[src/rtl/bshift_seq_if.sv]
// Request/response handshake bundle for the multi-step shift controller.
// The master issues shift requests and consumes responses; the slave serves them.
interface bshift_seq_if #(
  parameter int W     = 4,
  parameter int AMT_W = 3
);
  logic             req_valid;
  logic             req_ready;
  logic [W-1:0]     req_val;
  logic [AMT_W-1:0] req_amt;
  logic             req_dir;
  logic [1:0]       req_mode;
  logic             rsp_valid;
  logic             rsp_ready;
  logic [W-1:0]     rsp_res;
  logic             rsp_cout;
  logic [AMT_W-1:0] rsp_ones;
  logic             rsp_err;

  modport master (
    output req_valid, req_val, req_amt, req_dir, req_mode, rsp_ready,
    input  req_ready, rsp_valid, rsp_res, rsp_cout, rsp_ones, rsp_err
  );

  modport slave (
    input  req_valid, req_val, req_amt, req_dir, req_mode, rsp_ready,
    output req_ready, rsp_valid, rsp_res, rsp_cout, rsp_ones, rsp_err
  );
endinterface

[src/rtl/bshift_seq.sv]
// Multi-step controller around a single-step barrel shifter: one bit per step,
// each shifter result fed back as the next operand until the amount is used up.
module bshift_seq #(
  parameter int W      = 4,
  parameter int AMT_W  = 3,
  parameter int SH_LAT = 0
) (
  input  logic         clock,
  input  logic         reset,
  bshift_seq_if.slave  bus,
  output logic         busy,
  output logic [W-1:0] sh_val,
  output logic         sh_ssl,
  output logic         sh_i,
  input  logic [W-1:0] sh_res,
  input  logic         sh_o
);

  localparam int LAT_W = (SH_LAT > 0) ? $clog2(SH_LAT + 1) : 1;

  typedef enum logic [1:0] {
    IDLE = 2'd0,
    STEP = 2'd1,
    DONE = 2'd2
  } state_t;

  state_t           state_q, state_d;
  logic [W-1:0]     work_q, work_d;
  logic [AMT_W-1:0] cnt_q, cnt_d;
  logic             dir_q, dir_d;
  logic [1:0]       mode_q, mode_d;
  logic             cout_q, cout_d;
  logic [AMT_W-1:0] ones_q, ones_d;
  logic             err_q, err_d;
  logic [LAT_W-1:0] lat_q, lat_d;

  logic fill;
  logic exp_o;
  logic lat_last;

  always_ff @(posedge clock or negedge reset) begin
    if (!reset) begin
      state_q <= IDLE;
      work_q  <= '0;
      cnt_q   <= '0;
      dir_q   <= 1'b0;
      mode_q  <= 2'b00;
      cout_q  <= 1'b0;
      ones_q  <= '0;
      err_q   <= 1'b0;
      lat_q   <= '0;
    end else begin
      state_q <= state_d;
      work_q  <= work_d;
      cnt_q   <= cnt_d;
      dir_q   <= dir_d;
      mode_q  <= mode_d;
      cout_q  <= cout_d;
      ones_q  <= ones_d;
      err_q   <= err_d;
      lat_q   <= lat_d;
    end
  end

  // Insert bit: rotate recycles the bit leaving, arith replicates the sign
  always_comb begin
    fill = 1'b0;
    unique case (mode_q)
      2'b00: fill = 1'b0;
      2'b01: fill = 1'b1;
      2'b10: fill = dir_q ? work_q[0] : work_q[W-1];
      2'b11: fill = dir_q ? work_q[W-1] : 1'b0;
      default: fill = 1'b0;
    endcase
  end

  assign exp_o    = dir_q ? work_q[0] : work_q[W-1];
  assign lat_last = (lat_q == LAT_W'(SH_LAT));

  always_comb begin
    state_d = state_q;
    work_d  = work_q;
    cnt_d   = cnt_q;
    dir_d   = dir_q;
    mode_d  = mode_q;
    cout_d  = cout_q;
    ones_d  = ones_q;
    err_d   = err_q;
    lat_d   = lat_q;
    sh_val  = '0;
    sh_ssl  = 1'b0;
    sh_i    = 1'b0;
    unique case (state_q)
      IDLE: begin
        if (bus.req_valid) begin
          work_d  = bus.req_val;
          cnt_d   = bus.req_amt;
          dir_d   = bus.req_dir;
          mode_d  = bus.req_mode;
          cout_d  = 1'b0;
          ones_d  = '0;
          err_d   = 1'b0;
          lat_d   = '0;
          state_d = (bus.req_amt == '0) ? DONE : STEP;
        end
      end
      STEP: begin
        sh_val = work_q;
        sh_ssl = dir_q;
        sh_i   = fill;
        if (lat_last) begin
          lat_d  = '0;
          work_d = sh_res;
          cout_d = sh_o;
          ones_d = ones_q + AMT_W'(sh_o);
          err_d  = err_q | (sh_o != exp_o);
          cnt_d  = cnt_q - AMT_W'(1);
          if (cnt_q == AMT_W'(1)) begin
            state_d = DONE;
          end
        end else begin
          lat_d = lat_q + LAT_W'(1);
        end
      end
      DONE: begin
        if (bus.rsp_ready) begin
          state_d = IDLE;
        end
      end
      default: state_d = IDLE;
    endcase
  end

  // Response fields read as zero outside DONE
  assign bus.req_ready = (state_q == IDLE);
  assign bus.rsp_valid = (state_q == DONE);
  assign bus.rsp_res   = (state_q == DONE) ? work_q : '0;
  assign bus.rsp_cout  = (state_q == DONE) ? cout_q : 1'b0;
  assign bus.rsp_ones  = (state_q == DONE) ? ones_q : '0;
  assign bus.rsp_err   = (state_q == DONE) ? err_q : 1'b0;
  assign busy          = (state_q != IDLE);

endmodule

[src/flat_wrapper.sv]
// flat-port wrapper written by rule: the top's interface ports become plain ports
module bshift_seq_flat 
#(
  parameter int W      = 4,
  parameter int AMT_W  = 3,
  parameter int SH_LAT = 0
)
  (clock, reset, busy, sh_val, sh_ssl, sh_i, sh_res, sh_o, bus_req_valid, bus_req_val, bus_req_amt, bus_req_dir, bus_req_mode, bus_rsp_ready, bus_req_ready, bus_rsp_valid, bus_rsp_res, bus_rsp_cout, bus_rsp_ones, bus_rsp_err);
  bshift_seq_if #(.W(W), .AMT_W(AMT_W)) bus_i ();
  input  logic clock;
  input  logic reset;
  output logic busy;
  output logic [W-1:0] sh_val;
  output logic sh_ssl;
  output logic sh_i;
  input  logic [W-1:0] sh_res;
  input  logic sh_o;
  input wire logic [$bits(bus_i.req_valid)-1:0] bus_req_valid;
  input wire logic [$bits(bus_i.req_val)-1:0] bus_req_val;
  input wire logic [$bits(bus_i.req_amt)-1:0] bus_req_amt;
  input wire logic [$bits(bus_i.req_dir)-1:0] bus_req_dir;
  input wire logic [$bits(bus_i.req_mode)-1:0] bus_req_mode;
  input wire logic [$bits(bus_i.rsp_ready)-1:0] bus_rsp_ready;
  output wire logic [$bits(bus_i.req_ready)-1:0] bus_req_ready;
  output wire logic [$bits(bus_i.rsp_valid)-1:0] bus_rsp_valid;
  output wire logic [$bits(bus_i.rsp_res)-1:0] bus_rsp_res;
  output wire logic [$bits(bus_i.rsp_cout)-1:0] bus_rsp_cout;
  output wire logic [$bits(bus_i.rsp_ones)-1:0] bus_rsp_ones;
  output wire logic [$bits(bus_i.rsp_err)-1:0] bus_rsp_err;
  assign bus_i.req_valid = bus_req_valid;
  assign bus_i.req_val = bus_req_val;
  assign bus_i.req_amt = bus_req_amt;
  assign bus_i.req_dir = bus_req_dir;
  assign bus_i.req_mode = bus_req_mode;
  assign bus_i.rsp_ready = bus_rsp_ready;
  assign bus_req_ready = bus_i.req_ready;
  assign bus_rsp_valid = bus_i.rsp_valid;
  assign bus_rsp_res = bus_i.rsp_res;
  assign bus_rsp_cout = bus_i.rsp_cout;
  assign bus_rsp_ones = bus_i.rsp_ones;
  assign bus_rsp_err = bus_i.rsp_err;
  bshift_seq #(.W(W), .AMT_W(AMT_W), .SH_LAT(SH_LAT)) u_core (.clock(clock), .reset(reset), .bus(bus_i), .busy(busy), .sh_val(sh_val), .sh_ssl(sh_ssl), .sh_i(sh_i), .sh_res(sh_res), .sh_o(sh_o));
endmodule
[config.mk]
export PLATFORM = sky130hd
export DESIGN_NAME = bshift_seq_flat
export DESIGN_NICKNAME = d
export VERILOG_FILES = /design/src/rtl/bshift_seq_if.sv /design/src/rtl/bshift_seq.sv /design/src/flat_wrapper.sv
export SDC_FILE = /design/constraint.sdc
export NUM_CORES = 1
export LEC_CHECK = 0
export BUFFER_PORTS_ARGS = -buffer_cell sky130_fd_sc_hd__buf_2
export CORE_MARGIN = 4
export CORE_UTILIZATION = 30
export DETAILED_ROUTE_END_ITERATION = 7
export GPL_TIMING_DRIVEN = 0
export PLACE_DENSITY = 0.53
export SYNTH_ARGS = -nofsm -noshare
export SYNTH_HDL_FRONTEND = slang
export SYNTH_SLANG_ARGS = --single-unit
[constraint.sdc]
create_clock -name clock -period 1.7 [get_ports clock]
set_clock_uncertainty 0.15 [all_clocks]
set_input_delay 0.17 -clock clock [delete_from_list [all_inputs] [get_ports clock]]
set_output_delay 0.17 -clock clock [all_outputs]
set_load 0.01 [all_outputs]
==> results of run 1 <==
per-stage QoR:
step	area (sq um)	cells
after floorplan	1040	107
after global placement	1270	188
after detailed placement	1270	188
after CTS	1440	207
after global routing	1500	209
final	1500	209
synthesized netlist by cell type (2+ instances only):
cell / instances / area [sq um]
mux2_2: 3 / 33.8
nand2b_1: 5 / 31.3
inv_1: 7 / 26.3
a21oi_1: 10 / 50.1
ha_1: 4 / 50.1
buf_2: 2 / 10.0
dfrtp_1: 17 / 425
buf_6: 2 / 22.5
nor2b_1: 2 / 12.5
a22o_1: 4 / 35.0
and2_1: 14 / 87.6
o31a_1: 2 / 17.5
o21ai_0: 6 / 30.0
and3b_1: 3 / 26.3
nand2_1: 7 / 26.3
nand3_1: 2 / 10.0
mux2i_1: 2 / 20.0
worst max-delay path: stages, from the launching register on:
cell	delay, ns
dfrtp_2	0.45
buf_6	0.13
and2b_2	0.23
and2_1	0.14
buf_2	0.13
logic make-up (layout without fill, tap and decap cells):
family          count (synthesis)  in the layout  share of synthesized area
compound gates                 28             28                      0.175
xor+xnor                        1              1                    0.00843
fa+ha+maj                       4              4                     0.0481
buf+inv                        12             68                     0.0602
flops                          17             17                      0.409
mux                             5              5                     0.0517
simple gates                   40             40                      0.248
sequential cells by signal (all words and copies together) (netlist names):
register / flops
u_core.cout_q: 1
u_core.mode_q: 2
u_core.cnt_q: 3
u_core.ones_q: 3
u_core.state_q: 2
u_core.work_q: 4
u_core.err_q: 1
u_core.dir_q: 1
power breakdown:
group	internal (mW)	switching, mW	leakage (nW)
logic	0.767	0.641	0.532
clock network	0.0876	0.138	0.0177
registers	0.603	0.160	0.202
final timing paths:
check | to | slack (ns) | cells past startpoint
max | sh_val[0] | 0.001 | 4
min | u_core.work_q[0] | 0.009 | 3
max reg2reg | u_core.cnt_q[2] | 0.11 | 5
min reg2reg | u_core.cout_q | 0.35 | 1
max in group asynchronous | u_core.state_q[0] | 0.92 | 2
min in group asynchronous | u_core.mode_q[0] | 0.18 | 2
final cells by class:
type                    instances  area, sq um  area share
well taps                      46         57.6      0.0384
flip-flops and latches         17          428       0.285
clock inverters                 1         5.00     0.00334
repair buffers                 52          339       0.226
plain buffers                   5         43.8      0.0292
multi-input cells              78          577       0.385
clock buffers                   3         22.5      0.0150
inverters                       7         26.3      0.0175
timing repair:
action / 4_1_cts / 5_1_grt
hold buffers: 7 / 0
pin swaps: 7 / 1
hold endpoints to repair: 23 / 0
gates resized for setup: 4 / 12
setup buffers: 8 / 2
setup endpoints to repair: 18 / 17
placed cells by master, fill, tap and decap left out, types with 2 or more instances in the layout:
cell type      netlist  layout
and2_1              14      11
mux2i_1              2       2
o21ai_0              6       6
dlygate4sd3_1        0       7
nand3_1              2       2
a21oi_1             10      10
clkbuf_4             0       3
mux2_2               3       3
o31a_1               2       2
inv_1                7       7
nand2b_1             5       5
buf_4                0      10
and3b_1              3       3
a22o_1               4       4
buf_2                2      34
buf_6                2       6
dfrtp_2              0       2
dfrtp_1             17      15
ha_1                 4       4
nand2_1              7       7
and2_4               0       3
routing by layer:
layer,vias to the layer above,GRT usage,part of all wire
met5,-,0,0
met2,36,0.214,0.46
met1,435,0.165,0.48
li1,486,-,-
met3,2,0.0388,0.062
met4,0,0.0329,0.0048
==> impl_results.md, run 1 <==
- Vias in the first global route: 954
- CP Class: flop to output port
- DR vias: about 960
- Sink Count: 17
- Via density: around 4.6
- Grt ovf: 0
- Global placement routability congestion: between 0.7 and 0.8
- Fillers: approximately 350
- Die area: 0.00447 sq mm
- Starting Density: 0.312
- Hold Vio Cnt, Final: 0
- RR Startpoint: u_core.state_q[0]
- P&R area growth vs syn: 44.2%
- Initial antenna violation count: 0
- Layout cell share with drive strength beyond 1: 0.411
- Worst hold slack: slightly below 0.009 ns
- PnR worst setup slack: 0.00122 ns
- Dominant synthesized flop cell: dfrtp_1
- Final Power: 2.40 mW
- Post-DP HPWL: 1920 um
- Flops & latches, synth: 17
- Post-synth EDFFs: 0
- Crit start category: flop
- CP startpoint: u_core.state_q[0]
- H-Tree Depth: 1
- Status: finished clean
- Synth Warn #: 0
- Final Core Density: 0.449
- Max-slew headroom at the worst pin: 0.735
- Largest net degree at the start of global routing: 18
- # rows: 21
- Cell count after synthesis: between 100 and 150
- Worst-Margin Slew: 0.397 ns
- # diodes: 0
- Clock buffer depth: 2
- Crit. End Element: output port
- IO Port Bufs: 35
- Cell Area, Synth: a little over 0.001 sq mm
- Crit path DAT: 1.38 ns
- Ports: 37
- Post-Route WL: 2690 um
- Worst-skew pair later-pin latency: between 0.2 and 0.3 ns
- Register area share after synthesis: 0.409
- RSZ-0062 raised after global routing: true
- Starting DRC count in detailed routing: 38
- CTS tree: done
- Final setup vio count: 0
- PwrDens: 1600 mW/mm^2
- Max-cap violations: 0
- Antenna Nets Post-Route: 0
- Setup TNS: 0 ns
- DR DRC count: 0
- Wire per inst: between 10 and 15 um
- P_leak: between 0.7 and 0.8 nW
- Worst VDD drop: approximately 0.65 mV
- Core Area: 0.00334 sq mm
- Max Slew Vio Count: 0
- Fmax: about 0.59 GHz
- Place WS: 0.191 ns
- Tot GR Track Use: 0.130
- Hold path start: sh_res[0]
- Root buf cell: clkbuf_4
- Clk pin slew, worst setup/hold paths: about 0.1 ns
- Mapped Avg Cell Area: between 9 and 10 sq um
- Post-Syn Nets: 130
- Nets: around 190
- Tmin final: roughly 1.7 ns
- Final worst-path cycle share: 0.999
- 1st-pass router iterations: 4
- First-pass GRT wire length: ~4400 um
- Ys async rst share: 1.00
- Critical path required time: approximately 1.4 ns
- Die Width: 66.9 um
- Synth cell types: 32
- Worst-path fanout max: 6
- Die Span Y: around 67 um
- Worst hold path type: input pin to flop
- TritonCTS buffer count: 3
(Power assumes the default switching activity.)
==> run 2: changes to the inputs <==
Settings changed: GPL_TIMING_DRIVEN 0 to unset.
==> run 2 against run 1 <==
Against the previous run:
- sequential cell count unchanged
- routed wire length decreased by 4.8%
- cell area decreased by 2.0%
- first-iteration DRC count decreased by 32%
- worst setup slack improved by 0.017 ns
- largest cell class unchanged
==> impl_results.md, run 2 (synthesis gave the netlist of run 1 again) <==
- Most common cell after layout, fill and taps aside: buf_2
- Placed insts: 191 (+1.6%)
- Antenna Nets Post-Route: 0 (unchanged)
- Post-DP HPWL: 1950 um (+1.6%)
- Worst path top cell family by delay: flip-flops
- Grt ovf: 0 (unchanged)
- Largest net degree at the start of global routing: 18 (unchanged)
- Place WS: 0.200 ns (+0.00924 ns)
- Most frequent cells in the layout: 34 x buf_2, 15 x dfrtp_1, 13 x buf_4
- Hold Vio Cnt, Final: 0 (unchanged)
- Logic pwr share: 0.589 (+0.002)
- Vias in the first global route: 925 (-3.0%)
- First-pass GRT wire length: 4230 um (-3.2%)
- Crit. End Element: output port
- CP max stage cell: dfrtp_2
- Root buf cell: clkbuf_4
- Ports: 37 (unchanged)
- Setup TNS: 0 ns (unchanged)
- Max-cap violations: 0 (unchanged)
- Crit start category: flop
- P_leak: 0.740 nW (-1.6%)
- Worst hold path type: input pin to flop
- Clock Power Share: 0.092 (-0.002)
- RSZ-0062 raised after global routing: true
- # diodes: 0 (unchanged)
- Tot GR Track Use: 0.122 (-0.00852)
- Psw: 901 uW (-4.0%)
- DR vias: 951 (-0.83%)
- CP Class: flop to output port
- Final worst-path cycle share: 0.990 (-0.00971)
- # rows: 21 (unchanged)
- H-Tree Depth: 1 (unchanged)
- Max reg flops: 4 (unchanged)
- Worst-path fanout max: 6 (unchanged)
- Die Width: 66.9 um (unchanged)
- Sw frac: 0.384 (-0.00732)
- Die Span Y: 66.9 um (unchanged)
- Clk pin slew, worst setup/hold paths: 0.10 ns (about the same)
- Nets: 185 (-1.1%)
- Worst-Margin Slew: 0.415 ns (+0.0176 ns)
- Regs by FF count: u_core.work_q x4, u_core.cnt_q x3, u_core.ones_q x3
- Starting Density: 0.312 (unchanged)
- P_int: 1.44 mW (-0.96%)
- P&R area growth vs syn: 41.3%
- Post-Route WL: 2560 um (-4.8%)
- 1st-pass router iterations: 4 (unchanged)
- Worst path bufs/invs: 2 (unchanged)
- Starting DRC count in detailed routing: 26 (-32%)
- Final setup vio count: 0 (unchanged)
- Status: finished clean
- Wire per inst: 12.4 um (-3.9%)
- Worst VDD drop: 0.543 mV (-17%)
- Largest register by flop count: u_core.work_q
- PwrDens: 1600 mW/mm^2 (-0.14%)
- Final Power: 2.34 mW (-2.1%)
- Core Area: 0.00334 sq mm (unchanged)
- Sequential group share of total power: 0.319 (about the same)
- Final Non-Filler Cells: 207 (-0.96%)
- Tmin final: 1.68 ns (-0.0165 ns)
- Worst-path cell chain: buf_6, and2b_2, and2_1, buf_2
- Global placement routability congestion: 0.790 (-0.87%)
- CTS tree: done
- Sink Count: 17 (unchanged)
- Max-slew headroom at the worst pin: 0.723 (-0.0119)
- Final Core Density: 0.440 (-0.00900)
- Critical path required time: 1.38 ns (about the same)
- Crit path DAT: 1.36 ns (-0.02 ns)
- PnR worst setup slack: 0.0177 ns (+0.0165 ns)
- Initial antenna violation count: 0 (unchanged)
- DP Area: 0.00129 sq mm (+1.7%)
- Clock buffer depth: 2 (unchanged)
- TritonCTS buffer count: 3 (unchanged)
- Via density: 4.59 (+0.12%)
- IO Port Bufs: 36 (+2.9%)
- Worst-skew pair later-pin latency: 0.28 ns (about the same)
- CP peak stage delay: 0.45 ns (about the same)
- Post-layout instance area: 0.00147 sq mm (-2.0%)
- Die area: 0.00447 sq mm (unchanged)
- Worst hold slack: 0.00776 ns (-0.00105 ns)
- Max Slew Vio Count: 0 (unchanged)
- Fmax: 0.594 GHz (+0.98%)
- Layout cell share with drive strength beyond 1: 0.416 (+0.00511)
- DR DRC count: 0 (unchanged)
-- run 2: power by group through the flow --
| stage | clock network [mW] | registers [mW] | logic, mW |
|---|---|---|---|
| 2_1_floorplan | 0 | 0.743 | 0.787 |
| 3_3_place_gp | 0 | 0.763 | 1.10 |
| 3_5_place_dp | 0 | 0.766 | 1.12 |
| 4_1_cts | 0.219 | 0.745 | 1.21 |
| 5_1_grt | 0.235 | 0.783 | 1.56 |
| 6_report | 0.215 | 0.748 | 1.38 |
-- run 2: final cells by class --
class / count / area [sq um]
timing repair buffer: 55 / 353
clock buffer: 4 / 26.3
inverter: 7 / 26.3
tap: 46 / 57.6
sequential: 17 / 428
fill: 337 / 1870
multi-input combinational: 78 / 578
-- run 2: routing by layer --
metal | global-route usage | wire length, um | share of wire | vias up
li1 | - | - | - | 484
met1 | 0.168 | 1220 | 0.47 | 440
met2 | 0.197 | 1180 | 0.46 | 27
met3 | 0.0202 | 163 | 0.064 | 0
met4 | 0.0278 | 0 | 0 | 0
met5 | 0 | 0 | 0 | -
-- run 2: path summary, 6_finish.rpt --
kind                                    from                 to  slack [ns]  cells past startpoint
setup / recovery           u_core.state_q[0]             sh_ssl        0.02                      4
hold / removal                          sh_o      u_core.cout_q       0.008                      2
setup reg to reg           u_core.state_q[0]   u_core.ones_q[0]        0.16                      5
hold reg to reg                u_core.cout_q      u_core.cout_q        0.35                      1
max in group asynchronous              reset  u_core.state_q[0]        0.90                      2
min in group asynchronous              reset       u_core.dir_q        0.19                      2
-- run 2: worst register-to-register path: cells and delay by family, from the launching register on --
kind | cells | cell delay (ns)
DFF | 1 | 0.45
and+or+nand+nor | 1 | 0.23
buffers and inverters | 3 | 0.40
AOI/OAI and AO/OA | 1 | 0.22
-- run 2: timing repair --
item,in CTS,in global routing
setup buffers,3,5
pin swaps,0,7
gates resized for setup,2,10
hold buffers,4,0
endpoints found under the hold margin,20,0
setup endpoints to repair,15,15
